## src/rtl/mips_pkg.sv

```systemverilog
// Shared definitions for the instruction entry path: word width, chunk
// defaults and the loader state encoding.
package mips_pkg;

    localparam int INSTR_W        = 32;
    localparam int CHUNK_W_DEF    = 6;
    localparam int NUM_CHUNKS_DEF = 6;

    typedef enum logic [1:0] {
        ST_IDLE    = 2'd0,
        ST_COLLECT = 2'd1,
        ST_HOLD    = 2'd2
    } loader_state_e;

    // The loader is busy whenever it is not waiting for the first chunk.
    function automatic logic state_busy(input loader_state_e st);
        return (st != ST_IDLE);
    endfunction

endpackage

```

## src/rtl/input_debouncer.sv

```systemverilog
// Switch debouncer: the filtered level follows the raw input only after
// CYCLES consecutive samples that differ from the current filtered level.
// The raw input is sampled directly; callers that need metastability
// hardening should synchronise it first.
module input_debouncer #(
    parameter int CYCLES = 4
) (
    input  logic clk,
    input  logic reset,
    input  logic raw,
    output logic level
);

    localparam int CNT_W = (CYCLES > 1) ? $clog2(CYCLES) : 1;

    logic             level_r;
    logic [CNT_W-1:0] cnt_r;

    // Count consecutive disagreeing samples and flip the level on the last one.
    always_ff @(posedge clk) begin
        if (reset) begin
            level_r <= 1'b0;
            cnt_r   <= {CNT_W{1'b0}};
        end else if (raw != level_r) begin
            if (cnt_r == CNT_W'(CYCLES - 1)) begin
                level_r <= raw;
                cnt_r   <= {CNT_W{1'b0}};
            end else begin
                cnt_r   <= cnt_r + CNT_W'(1);
            end
        end else begin
            cnt_r <= {CNT_W{1'b0}};
        end
    end

    assign level = level_r;

endmodule

```

## src/rtl/instr_loader.sv

```systemverilog
// Instruction loader: assembles a 32-bit instruction from switch chunks,
// one chunk per rising edge of read, then offers it with valid/ready.
// Build option: INSTR_LOADER_DEBOUNCE_EN routes read through input_debouncer.
module instr_loader
    import mips_pkg::*;
#(
    parameter int CHUNK_W         = CHUNK_W_DEF,
    parameter int NUM_CHUNKS      = NUM_CHUNKS_DEF,
    parameter int DEBOUNCE_CYCLES = 4
) (
    input  logic                 clk,
    input  logic                 reset,
    input  logic [CHUNK_W-1:0]   sw_data,
    input  logic                 read,
    input  logic                 pause,
    input  logic                 instr_ready,
    output logic [INSTR_W-1:0]   instruction,
    output logic                 instr_valid,
    output logic [2:0]           chunk_count,
    output logic                 busy,
    output logic                 overrun
);

    localparam int ASM_W = CHUNK_W * NUM_CHUNKS;

    logic                 read_lvl_s;
    logic                 read_q_r;
    logic                 read_rise_s;

    loader_state_e        state_r, state_n;
    logic [ASM_W-1:0]     asm_r, asm_n;
    logic [ASM_W-1:0]     shifted_s;
    logic [INSTR_W-1:0]   instr_r, instr_n;
    logic                 valid_r, valid_n;
    logic [2:0]           cnt_r, cnt_n;
    logic [2:0]           cnt_inc_s;
    logic                 busy_r, busy_n;
    logic                 overrun_r, overrun_n;

`ifdef INSTR_LOADER_DEBOUNCE_EN
    input_debouncer #(
        .CYCLES (DEBOUNCE_CYCLES)
    ) u_read_debouncer (
        .clk   (clk),
        .reset (reset),
        .raw   (read),
        .level (read_lvl_s)
    );

    // Bits above the instruction word only carry the discarded chunk MSBs.
    logic unused_asm_s;
    assign unused_asm_s = ^asm_r[ASM_W-1:INSTR_W];
`else
    assign read_lvl_s = read;

    // Bits above the instruction word only carry the discarded chunk MSBs;
    // the debounce length has no meaning without the debouncer.
    logic unused_asm_s;
    assign unused_asm_s = ^{asm_r[ASM_W-1:INSTR_W], 32'(DEBOUNCE_CYCLES)};
`endif

    // Previous read level for rising-edge detection.
    always_ff @(posedge clk) begin
        if (reset) begin
            read_q_r <= 1'b0;
        end else begin
            read_q_r <= read_lvl_s;
        end
    end

    // Edges seen while paused are dropped for good, never replayed.
    assign read_rise_s = read_lvl_s & ~read_q_r & ~pause;
    assign shifted_s   = {asm_r[ASM_W-CHUNK_W-1:0], sw_data};
    assign cnt_inc_s   = cnt_r + 3'd1;

    // Next-state logic for the entry FSM, assembly register and status.
    always_comb begin
        state_n   = state_r;
        asm_n     = asm_r;
        instr_n   = instr_r;
        valid_n   = valid_r;
        cnt_n     = cnt_r;
        overrun_n = overrun_r;
        case (state_r)
            ST_IDLE: begin
                if (read_rise_s) begin
                    asm_n   = shifted_s;
                    cnt_n   = 3'd1;
                    state_n = ST_COLLECT;
                end else begin
                    state_n = ST_IDLE;
                end
            end
            ST_COLLECT: begin
                if (read_rise_s) begin
                    asm_n = shifted_s;
                    cnt_n = cnt_inc_s;
                    if (cnt_inc_s == 3'(NUM_CHUNKS)) begin
                        state_n = ST_HOLD;
                        valid_n = 1'b1;
                        instr_n = shifted_s[INSTR_W-1:0];
                    end else begin
                        state_n = ST_COLLECT;
                    end
                end else begin
                    state_n = ST_COLLECT;
                end
            end
            ST_HOLD: begin
                // A chunk arriving while a word is held is never committed.
                if (read_rise_s) begin
                    overrun_n = 1'b1;
                end else begin
                    overrun_n = overrun_r;
                end
                if (valid_r && instr_ready) begin
                    state_n = ST_IDLE;
                    valid_n = 1'b0;
                    cnt_n   = 3'd0;
                    asm_n   = {ASM_W{1'b0}};
                end else begin
                    state_n = ST_HOLD;
                end
            end
            default: begin
                state_n = ST_IDLE;
                valid_n = 1'b0;
                cnt_n   = 3'd0;
                asm_n   = {ASM_W{1'b0}};
            end
        endcase
        busy_n = state_busy(state_n);
    end

    // State and registered outputs.
    always_ff @(posedge clk) begin
        if (reset) begin
            state_r   <= ST_IDLE;
            asm_r     <= {ASM_W{1'b0}};
            instr_r   <= {INSTR_W{1'b0}};
            valid_r   <= 1'b0;
            cnt_r     <= 3'd0;
            busy_r    <= 1'b0;
            overrun_r <= 1'b0;
        end else begin
            state_r   <= state_n;
            asm_r     <= asm_n;
            instr_r   <= instr_n;
            valid_r   <= valid_n;
            cnt_r     <= cnt_n;
            busy_r    <= busy_n;
            overrun_r <= overrun_n;
        end
    end

    assign instruction = instr_r;
    assign instr_valid = valid_r;
    assign chunk_count = cnt_r;
    assign busy        = busy_r;
    assign overrun     = overrun_r;

endmodule

```

## config.mk

```make
export PLATFORM = sky130hd
export DESIGN_NAME = instr_loader
export DESIGN_NICKNAME = d
export VERILOG_FILES = /design/src/rtl/mips_pkg.sv /design/src/rtl/input_debouncer.sv /design/src/rtl/instr_loader.sv
export SDC_FILE = /design/constraint.sdc
export NUM_CORES = 1
export LEC_CHECK = 0
export ABC_AREA = 1
export BUFFER_PORTS_ARGS = -buffer_cell sky130_fd_sc_hd__buf_2
export CORE_ASPECT_RATIO = 0.75
export CORE_MARGIN = 1
export CORE_UTILIZATION = 31
export CTS_CLUSTER_DIAMETER = 80
export DETAILED_ROUTE_END_ITERATION = 16
export GPL_ROUTABILITY_DRIVEN = 0
export SKIP_LAST_GASP = 1
export SYNTH_ARGS = -nofsm -noshare
export SYNTH_HDL_FRONTEND = slang
export SYNTH_SLANG_ARGS = --single-unit
```

## constraint.sdc

```tcl
create_clock -name clk -period 1.35 [get_ports clk]
set_clock_uncertainty 0.1 [all_clocks]
set_input_delay 0.135 -clock clk [delete_from_list [all_inputs] [get_ports clk]]
set_output_delay 0.135 -clock clk [all_outputs]
set_load 0.01 [all_outputs]
```

==> metrics.md, run 1 <==
| Metric | Value |
|---|---|
| CTS root buf | `clkbuf_8` |
| FF-to-FF path depth | `9` |
| Commonest non-fill, non-tap cells in the layout | `nor2_1, dfxtp_1, buf_2, nand2_1, a21oi_1` |
| Rel. slew slack | `0.776` |
| Worst-skew pair later-pin latency | `340 ps` |
| Via count | `2288` |
| Max-slew violations | `0` |
| Worst-path maximum fanout | `6` |
| Starting Density | `0.323` |
| Pre-antenna DRT Iters | `5` |
| Synth Area per Inst | `8.27 um2` |
| Sequential element share of the synthesized area | `0.520` |
| CP arrival | `1690 ps` |
| Critical path endpoint category | `register` |
| Max clock buf depth | `2` |
| Internal power | `3070 uW` |
| RSZ-0062 raised after global routing | `yes` |
| H-tree levels | `3` |
| Type of origin of the critical path | `register` |
| First-pass GRT wire length | `10.4 mm` |
| Antenna diodes | `0` |
| DR iter-0 viols | `124` |
| Fin crit share | `1.12` |
| Syn-to-layout area delta | `36.1%` |
| Tightest Pin Transition | `336 ps` |
| Initial antenna violation count | `0` |
| Port buffer count | `48` |
| Clock share of power | `0.431` |
| Drt wl/cell | `12.8 um` |
| Synthesized Nets | `325` |
| Crit path cell chain | `ha_4, nand2_2, nand2_4, nand3_4, nor2_4, buf_6, buf_8, o21ai_1, nor2_1` |
| Max-cap violations | `0` |
| Total Power | `3980 uW` |
| Final worst slack | `-161 ps` |
| Vias in the first global route | `2128` |
| Final Util | `0.440` |
| Max VDD drop | `0.000471 V` |
| Switch Pwr | `917 uW` |
| Hold Crit Depth | `5` |
| Die width | `107 um` |
| Seq pwr share | `0.506` |
| Final setup fails | `35` |
| CP Class | `reg2reg` |
| Core Footprint | `7990 um2` |
| Failing checks | `negative setup slack` |
| Hold path start | `pause` |
| Hpwl dp | `4.03 mm` |
| Yosys reg bits | `67` |
| Crit path launch | `chunk_count[0]$_SDFFE_PP0P_` |
| Pin count of the biggest net entering global routing | `37` |
| Worst-path clk slew | `70 ps` |
| Status | `finished with violations` |
| Via/cell ratio | `4.57` |
| All-Layer GR Usage | `0.156` |
| Fin crit period | `1510 ps` |
| Global route total overflow | `0` |
| Hold Crit Class | `in2reg` |
| Switching Fraction | `0.230` |
| Netlist cell types | `24` |
| Yosys warnings | `0` |
| Hold Fails Final Rpt | `0` |
| Synth Instances | `312` |
| Most common cell after layout, fill and taps aside | `nor2_1` |
| Power Density | `1130 nW/um2` |
| Standard-cell rows | `28` |
| Routed WL | `6.43 mm` |
| Max Freq | `662 MHz` |
| Flop2flop setup slack | `-160 ps` |
| TritonCTS clock tree | `done` |
| CP max stage delay | `370 ps` |
| Hold EP | `overrun$_SDFFE_PP0P_` |
| Die area | `8700 um2` |
| Comb power frac | `0.063` |
| Post-DRT Antenna Nets | `0` |
| Post-Syn Area | `2580 um2` |
| Slowest-stage cell, CP | `dfxtp_4` |
| # nets final | `404` |
| Worst r2r src | `chunk_count[0]$_SDFFE_PP0P_` |
| Leak | `0.00158 uW` |
| Num Clock Sinks | `67` |
| CTS Buf Count | `9` |
| Worst r2r dst | `instruction[8]$_SDFFE_PP0P_` |
| Layout cell share with drive strength beyond 1 | `0.333` |
| Die boundary height | `81.0 um` |
| Critical Path RT | `1530 ps` |
| Total I/O pin count | `49` |
| DRC | `0` |
-- how the worst max path moves through the flow --
stage	end	cells past startpoint	slack, ps
after floorplan	instruction[15]$_SDFFE_PP0P_	9	-50
after global placement	instruction[19]$_SDFFE_PP0P_	7	-110
after detailed placement	busy$_SDFF_PP0_	9	-130
after CTS	instruction[8]$_SDFFE_PP0P_	10	-140
after global routing	instruction[4]$_SDFFE_PP0P_	10	-270
final	instruction[8]$_SDFFE_PP0P_	9	-160
-- what timing repair did --
item / 4_1_cts / 5_1_grt
buffers inserted: 5 / 2
gates cloned: 3 / 1
pin swaps: 34 / 4
hold buffers: 9 / 0
endpoints found under the hold margin: 17 / 0
gates resized for setup: 26 / 14
endpoints found under the setup margin: 35 / 63
-- critical path, delay by kind of cell, from the launching register on --
kind            cells  cell delay [ps]
compound gates      1               60
fa+ha+maj           1              150
buf+inv             2              260
flops               1              370
simple gates        5              510
-- layer usage --
metal | routed length [um] | vias to the layer above | track usage
met1 | 3250 | 1049 | 0.212
met5 | 0 | - | 0
met4 | 57 | 0 | 0.0534
met3 | 323 | 6 | 0.0522
li1 | - | 1180 | -
met2 | 2800 | 53 | 0.230
-- cells in the mapped netlist --
library cell,count,share of area
a21oi_1,29,0.056
a21oi_2,2,0.0068
a31oi_1,1,0.0024
buf_12,1,0.0078
buf_2,5,0.0097
buf_4,2,0.0058
buf_6,5,0.022
clkbuf_1,6,0.0087
dfxtp_1,67,0.52
ha_1,2,0.0097
inv_1,9,0.013
inv_2,1,0.0015
inv_4,1,0.0024
inv_6,1,0.0034
nand2_1,36,0.052
nand2_2,1,0.0024
nand2_4,2,0.0087
nand3_1,17,0.033
nand3_2,12,0.047
nor2_1,73,0.11
nor2_4,2,0.0087
o21ai_0,28,0.054
o21ai_1,8,0.016
o21ai_2,1,0.0034
-- logic make-up (layout without fill, tap and decap cells) --
| family | Yosys count | in the layout | share of synthesized area |
|---|---|---|---|
| and+or+nand+nor | 143 | 143 | 0.258 |
| AOI/OAI and AO/OA | 69 | 69 | 0.139 |
| DFF | 67 | 67 | 0.520 |
| buffers and inverters | 31 | 115 | 0.0742 |
| adders and majority gates | 2 | 2 | 0.00969 |
-- sequential cells by signal (all words and copies together) (netlist names) --
signal and cells:
asm_r 26, instruction 32, overrun 1, state_r 2, read_q_r 1, chunk_count 3
busy 1, instr_valid 1
-- layout make-up --
cell class                      count  area (um2)
Inverter                           12        62.6
Timing Repair Buffer               86         631
Timing Repair inverter              1        11.3
Sequential cell                    67        1350
Multi-Input combinational cell    214        1120
Clock inverter                      4        47.5
Clock buffer                       12         156
Tap cell                          105         131
Fill cell                         824        4470
-- metrics by stage --
step	hold WS (ps)	worst slack, ps	setup TNS, ps	cells	cell area [um2]
floorplan	142	-53.8	-1410	312	2600
global placement	262	-108	-2430	465	2990
detailed placement	271	-127	-3280	465	2990
CTS	214	-140	-3960	498	3420
global route	236	-270	-8890	501	3510
finish	231	-161	-4750	501	3510
-- power by group through the flow --
stage               Sequential, uW  Clock (uW)  Combinational (uW)
finish                        2020        1720                 251
global route                  2020        1840                 275
floorplan                     2070           0                 124
CTS                           2020        1760                 224
global placement              2060           0                 194
detailed placement            2060           0                 196
No activity file was read; power rests on OpenSTA's default activity.
==> run 2, diff against run 1 <==
--- a/config.mk
+++ b/config.mk
@@ -5,7 +5,6 @@
 export SDC_FILE = /design/constraint.sdc
 export NUM_CORES = 1
 export LEC_CHECK = 0
-export ABC_AREA = 1
 export BUFFER_PORTS_ARGS = -buffer_cell sky130_fd_sc_hd__buf_2
 export CORE_ASPECT_RATIO = 0.75
 export CORE_MARGIN = 1
==> run 2 against run 1 <==
Effect of this change:
- the flow still finishes with violations (negative setup slack)
- via count fell by 13%
- utilization rose by 2.3 points
- die area grew 0.81%
- synthesized cell count down 21%
- clock-buffer cell count up 2
==> metrics.md, run 2 <==
| Metric | Value |
|---|---|
| Max-slew violations | `0 (unchanged)` |
| Switching Fraction | `0.219 (-0.0115)` |
| Routed WL | `6.05 mm (-6.0%)` |
| Count leader, synth | `dfxtp_1` |
| Crit path launch | `chunk_count[1]$_SDFFE_PP0P_` |
| Ys flop type | `dfxtp_1` |
| Flop2flop setup slack | `-150 ps (about the same)` |
| # nets final | `331 (-18%)` |
| Comb power frac | `0.077 (+0.014)` |
| Die boundary height | `81.4 um (+0.40%)` |
| Sequential element share of the synthesized area | `0.515 (-0.00425)` |
| Port buffer count | `48 (unchanged)` |
| Rel. slew slack | `0.846 (+0.0704)` |
| Commonest non-fill, non-tap cells in the layout | `nand2b_1, dfxtp_1, buf_2, mux2i_1, o22ai_2` |
| EDFF count, synth | `0 (unchanged)` |
| First-pass GRT wire length | `9.69 mm (-6.7%)` |
| Post-DRT Antenna Nets | `0 (unchanged)` |
| Max clock buf depth | `2 (unchanged)` |
| Via/cell ratio | `4.68 (+2.5%)` |
| Pin count of the biggest net entering global routing | `37 (unchanged)` |
| Proportion of netlist area held by the largest area contributor | `0.515 (-0.00425)` |
| Die width | `108 um (+0.41%)` |
| Clock share of power | `0.406 (-0.025)` |
| Status | `finished with violations` |
| Finished Cell Area | `3720 um2 (+5.8%)` |
| Vias in the first global route | `1902 (-11%)` |
| Leak | `0.00158 uW (+0.21%)` |
| Internal power | `3020 uW (-1.4%)` |
| All-Layer GR Usage | `0.144 (-0.0114)` |
| Final setup fails | `59 (+69%)` |
| Final Util | `0.463 (+0.0235)` |
| Placed Cells incl. Taps | `398 (-14%)` |
| Via count | `1999 (-13%)` |
| Crit path cell chain | `ha_4, xor2_4, and4_4, clkbuf_16, mux2i_1` |
| Ys async rst share | `0 (unchanged)` |
| CTS Buf Count | `9 (unchanged)` |
| RSZ-0062 raised after global routing | `yes` |
| Core Footprint | `8020 um2 (+0.44%)` |
| Critical Path RT | `1510 ps (-20 ps)` |
| Worst-path clk slew | `60 ps (about the same)` |
| Num Clock Sinks | `67 (unchanged)` |
| Layout cell share with drive strength beyond 1 | `0.379 (+0.0455)` |
| DR iter-0 viols | `59 (-52%)` |
| H-tree levels | `3 (unchanged)` |
| DP Worst Slack | `-127 ps (+0.171 ps)` |
| TritonCTS clock tree | `done` |
| Post-Syn Area | `2600 um2 (+0.82%)` |
| CTS root buf | `clkbuf_8` |
| Tightest Pin Transition | `231 ps (-106 ps)` |
| CP arrival | `1660 ps (-30 ps)` |
| Synth Instances | `246 (-21%)` |
| Initial antenna violation count | `0 (unchanged)` |
| Yosys reg bits | `67 (unchanged)` |
| Hold Crit Class | `in2reg` |
| Failing checks | `negative setup slack` |
| CP Class | `reg2reg` |
| Synth Area per Inst | `10.6 um2 (+28%)` |
| Hold Fails Final Rpt | `0 (unchanged)` |
| Max reg flops | `32 (unchanged)` |
| Antenna diodes | `0 (unchanged)` |
| Slowest-stage cell, CP | `dfxtp_4` |
| Hold path start | `instr_ready` |
| Max Freq | `666 MHz (+0.70%)` |
| Power Density | `1040 nW/um2 (-8.2%)` |
| Final worst slack | `-151 ps (+10.6 ps)` |
| Starting Density | `0.324 (+0.00124)` |
| Non-filler instance count after layout | `427 (-15%)` |
| Switch Pwr | `846 uW (-7.7%)` |
| Area leader, netlist | `dfxtp_1` |
| Critical path endpoint category | `register` |
| WHS | `48.1 ps (-183 ps)` |
| Fin crit share | `1.11 (-0.00782)` |
| Worst-skew pair later-pin latency | `340 ps (about the same)` |
| Synthesized Nets | `259 (-20%)` |
| Top post-synthesis cells by area | `dfxtp_1, nand2b_1, mux2i_1` |
| Die area | `8770 um2 (+0.81%)` |
| Drt wl/cell | `14.2 um (+10%)` |
| CP max stage delay | `370 ps (about the same)` |
| Syn-to-layout area delta | `42.8%` |
| Synth cell count leaders | `dfxtp_1, nand2b_1, mux2i_1` |
| Dpl cell area | `3100 um2 (+3.6%)` |
| Global route total overflow | `0 (unchanged)` |
| Standard-cell rows | `28 (unchanged)` |
| Total I/O pin count | `49 (unchanged)` |
| Yosys warnings | `0 (unchanged)` |
| Netlist cell types | `31 (+29%)` |
| Seq pwr share | `0.517 (+0.011)` |
| FF-to-FF path depth | `5 (-4)` |
| Worst-path maximum fanout | `6 (unchanged)` |
| Most common cell after layout, fill and taps aside | `nand2b_1` |
| Pre-antenna DRT Iters | `4 (-1)` |
| Worst r2r src | `chunk_count[1]$_SDFFE_PP0P_` |
| Hpwl dp | `3.60 mm (-11%)` |
| Fin crit period | `1500 ps (-10.6 ps)` |
| Max-cap violations | `0 (unchanged)` |
| Hold Crit Depth | `4 (-1)` |
| Max VDD drop | `0.000533 V (+13%)` |
| DRC | `0 (unchanged)` |
| Type of origin of the critical path | `register` |
run 2: cell types whose count changed in the layout (fill, tap and decap cells not counted), sizes merged, moves of 27 or more:
| cell | previous run | this run |
|---|---|---|
| nor2 | 75 | 4 |
| nand2b | 0 | 65 |
| nand2 | 39 | 3 |
| o21ai | 37 | 1 |
| mux2i | 0 | 32 |
| nand3 | 29 | 2 |
run 2: power groups by stage:
stage                     clock network, uW  registers, uW  logic (uW)
after CTS                              1630           2000         234
after floorplan                           0           2050         121
after detailed placement                  0           2050         201
after global routing                   1720           2000         318
final                                  1570           2000         297
after global placement                    0           2040         200
run 2: per-layer routing:
| metal | track usage | wire (um) |
|---|---|---|
| met3 | 0.0562 | 303 |
| met5 | 0 | 0 |
| met2 | 0.221 | 2710 |
| met4 | 0.0452 | 50 |
| met1 | 0.187 | 2990 |
run 2: per-stage QoR:
| step | TNS [ps] | total power [uW] |
|---|---|---|
| final | -4160 | 3870 |
| after global routing | -8660 | 4040 |
| after CTS | -3630 | 3860 |
| after detailed placement | -2060 | 2250 |
| after global placement | -1070 | 2240 |
| after floorplan | -1210 | 2170 |
run 2: timing repair:
item | in CTS | in global routing
gates cloned | 1 | 4
pin swaps | 1 | 8
buffers inserted | 1 | 2
endpoints found under the hold margin | 11 | 0
hold buffers | 7 | 0
gates resized for setup | 4 | 33
setup endpoints to repair | 61 | 64
run 2: area by class of cell:
class | instances | area [um2]
fillers | 757 | 4310
clock inverters | 1 | 5.00
flip-flops and latches | 67 | 1350
multi-input cells | 158 | 1370
repair buffers | 80 | 671
clock buffers | 14 | 184
inverters | 2 | 7.51
well taps | 105 | 131
run 2: worst max-delay path, delay by kind of cell (launching register included):
family        cells  cell delay (ps)
flops             1              370
simple gates      1              280
xor+xnor          1              180
mux               1              180
fa+ha+maj         1              160
buf+inv           1              160
run 2: kinds of logic after synthesis:
family,count (synthesis),share of synthesized area
AO/OA/AOI/OAI,40,0.105
XOR/XNOR,1,0.00337
adder cells (fa/ha/maj),2,0.00961
buffers and inverters,21,0.0423
flip-flops,67,0.515
multiplexers,32,0.123
AND/OR/NAND/NOR,83,0.201
run 2: path summary, 6_finish.rpt:
kind                                                     to
worst min-delay path               instr_valid$_SDFFE_PP0P_
worst min register to register  instruction[0]$_SDFFE_PP0P_
worst max-delay path            instruction[2]$_SDFFE_PP0P_
worst max register to register  instruction[2]$_SDFFE_PP0P_
==> run 3, diff against run 2 <==
--- a/config.mk
+++ b/config.mk
@@ -7,7 +7,7 @@
 export LEC_CHECK = 0
 export BUFFER_PORTS_ARGS = -buffer_cell sky130_fd_sc_hd__buf_2
 export CORE_ASPECT_RATIO = 0.75
-export CORE_MARGIN = 1
+export CORE_MARGIN = 8
 export CORE_UTILIZATION = 31
 export CTS_CLUSTER_DIAMETER = 80
 export DETAILED_ROUTE_END_ITERATION = 16
==> constraint.sdc (replaced) <==
create_clock -name clk -period 1.3 [get_ports clk]
set_clock_uncertainty 0.1 [all_clocks]
set_input_delay 0.13 -clock clk [delete_from_list [all_inputs] [get_ports clk]]
set_output_delay 0.13 -clock clk [all_outputs]
set_load 0.01 [all_outputs]
==> run 3 against run 2 <==
Effect of this change:
- the run still ends with negative setup slack left
- sequential cell count unchanged
- final cell count up 1.6%
- clock-buffer cell count unchanged
- non-clock buffer count up 3
- combinational power up 2%
- first-iteration DRC count down 8.5%
- global-route usage down 3.4 points
- utilization down 2.4 points
- maximum frequency up 0.74%
- die area up 32%
- register-to-register slack worse by 40 ps
- wire length up 4.4%
==> metrics.md, run 3 (synthesis gave the netlist of run 2 again) <==
| Metric | Value |
|---|---|
| Layout cell share with drive strength beyond 1 | `0.380 (+0.00149)` |
| Critical Path RT | `1420 ps (-90 ps)` |
| Worst-path clk slew | `70 ps (about the same)` |
| Max-slew violations | `0 (unchanged)` |
| Num Clock Sinks | `67 (unchanged)` |
| Starting Density | `0.313 (-0.0112)` |
| Worst-path maximum fanout | `7 (+1)` |
| Die boundary height | `95.4 um (+17%)` |
| First-pass GRT wire length | `10.0 mm (+3.5%)` |
| Rel. slew slack | `0.806 (-0.0405)` |
| CP Class | `reg2reg` |
| DRC | `0 (unchanged)` |
| Routed WL | `6.31 mm (+4.4%)` |
| Drt wl/cell | `14.5 um (+2.7%)` |
| Fin crit period | `1490 ps (-11.0 ps)` |
| Setup TNS | `-8340 ps (-4180 ps)` |
| Max VDD drop | `0.000438 V (-18%)` |
| Critical path endpoint category | `register` |
| Max-cap violations | `0 (unchanged)` |
| Leak | `0.00157 uW (-0.71%)` |
| Syn-to-layout area delta | `40.2%` |
| Global route total overflow | `0 (unchanged)` |
| Fin crit share | `1.15 (+0.0343)` |
| All-Layer GR Usage | `0.110 (-0.0341)` |
| Most common cell after layout, fill and taps aside | `nand2b_1` |
| Hold EP | `instr_valid$_SDFFE_PP0P_` |
| H-tree levels | `3 (unchanged)` |
| RSZ-0062 raised after global routing | `yes` |
| Hold Fails Final Rpt | `0 (unchanged)` |
| DR iter-0 viols | `54 (-8.5%)` |
| Worst r2r dst | `asm_r[17]$_SDFFE_PP0P_` |
| Pin count of the biggest net entering global routing | `35 (-5.4%)` |
| # nets final | `334 (+0.91%)` |
| Hold Crit Depth | `4 (unchanged)` |
| Worst-skew pair later-pin latency | `340 ps (about the same)` |
| Commonest non-fill, non-tap cells in the layout | `nand2b_1, dfxtp_1, buf_2, mux2i_1, o22ai_2` |
| Crit path launch | `read_q_r$_SDFF_PP0_` |
| Standard-cell rows | `29 (+3.6%)` |
| Tightest Pin Transition | `290 ps (+59.8 ps)` |
| Finished Cell Area | `3650 um2 (-1.9%)` |
| Pre-antenna DRT Iters | `4 (unchanged)` |
| Status | `finished with violations` |
| Total I/O pin count | `49 (unchanged)` |
| Hold Crit Class | `in2reg` |
| Core Footprint | `8310 um2 (+3.6%)` |
| Die width | `122 um (+13%)` |
| Max reg flops | `32 (unchanged)` |
| Port buffer count | `48 (unchanged)` |
| Final setup fails | `63 (+6.8%)` |
| CTS Buf Count | `9 (unchanged)` |
| Initial antenna violation count | `0 (unchanged)` |
| Die area | `11600 um2 (+32%)` |
| WHS | `34.3 ps (-13.7 ps)` |
| TritonCTS clock tree | `done` |
| Via count | `1967 (-1.6%)` |
| FF-to-FF path depth | `6 (+1)` |
| Max Freq | `671 MHz (+0.74%)` |
| Filler cells | `795 (+5.0%)` |
| Worst r2r src | `read_q_r$_SDFF_PP0_` |
| Hpwl dp | `3.97 mm (+10%)` |
| Power Density | `1070 nW/um2 (+3.1%)` |
| Post-DRT Antenna Nets | `0 (unchanged)` |
| Vias in the first global route | `1964 (+3.3%)` |
| Type of origin of the critical path | `register` |
| Hold path start | `instr_ready` |
| CP arrival | `1610 ps (-50 ps)` |
| CTS root buf | `clkbuf_8` |
| Dpl cell area | `3130 um2 (+1.2%)` |
| Max clock buf depth | `2 (unchanged)` |
| Via/cell ratio | `4.53 (-3.2%)` |
| Final worst slack | `-190 ps (-39.0 ps)` |
| Flop2flop setup slack | `-190 ps (-40 ps)` |
| Failing checks | `negative setup slack` |
| Antenna diodes | `0 (unchanged)` |
## run 3: critical path, stage by stage, from the launching register on
cell and delay (ps):
dfxtp_2 320, nor3b_2 140, buf_4 160, buf_6 100, a2bb2oi_4 270, clkbuf_16 230
o22ai_2 60
## run 3: area by class of cell
class	instances	area [um2]	area share
clock buffers	14	163	0.0446
repair buffers	83	654	0.179
flip-flops and latches	67	1350	0.371
clock inverters	2	10.0	0.00274
multi-input cells	158	1330	0.364
well taps	108	135	0.0370
inverters	2	7.51	0.00206
## run 3: worst max path at each step
stage / end / slack (ps) / depth (start not counted)
after floorplan: instruction[10]$_SDFFE_PP0P_ / -150 / 6
after global routing: asm_r[10]$_SDFFE_PP0P_ / -260 / 6
after detailed placement: instruction[5]$_SDFFE_PP0P_ / -170 / 5
final: asm_r[17]$_SDFFE_PP0P_ / -190 / 6
after CTS: instruction[11]$_SDFFE_PP0P_ / -170 / 5
after global placement: instruction[4]$_SDFFE_PP0P_ / -120 / 5
## run 3: where the power goes
part | total, uW | internal, uW | switching [uW]
clock | 1540 | 793 | 744
sequential | 2080 | 2070 | 8.30
combinational | 302 | 162 | 140
## run 3: repair_timing
action	CTS	global route
pin swaps	2	8
endpoints found under the hold margin	12	0
hold buffers	7	0
gates resized for setup	6	25
gates cloned	1	3
endpoints found under the setup margin	63	66
buffers inserted	2	1
## run 3: routing by layer
metal | routed length (um) | vias to the layer above | part of all wire | global-route usage
li1 | - | 999 | - | -
met1 | 3200 | 913 | 0.51 | 0.147
met2 | 2610 | 47 | 0.41 | 0.152
met3 | 403 | 8 | 0.064 | 0.0509
met4 | 91 | 0 | 0.014 | 0.0399
met5 | 0 | - | 0 | 0
## run 3: through the flow
step,power [uW],utilization,std cells,worst slack (ps)
2_1_floorplan,2260,-,246,-153
3_5_place_dp,2350,0.377,404,-165
6_report,3920,0.439,434,-190
4_1_cts,3930,0.415,430,-167
3_3_place_gp,2340,0.377,404,-117
5_1_grt,4110,0.439,434,-256
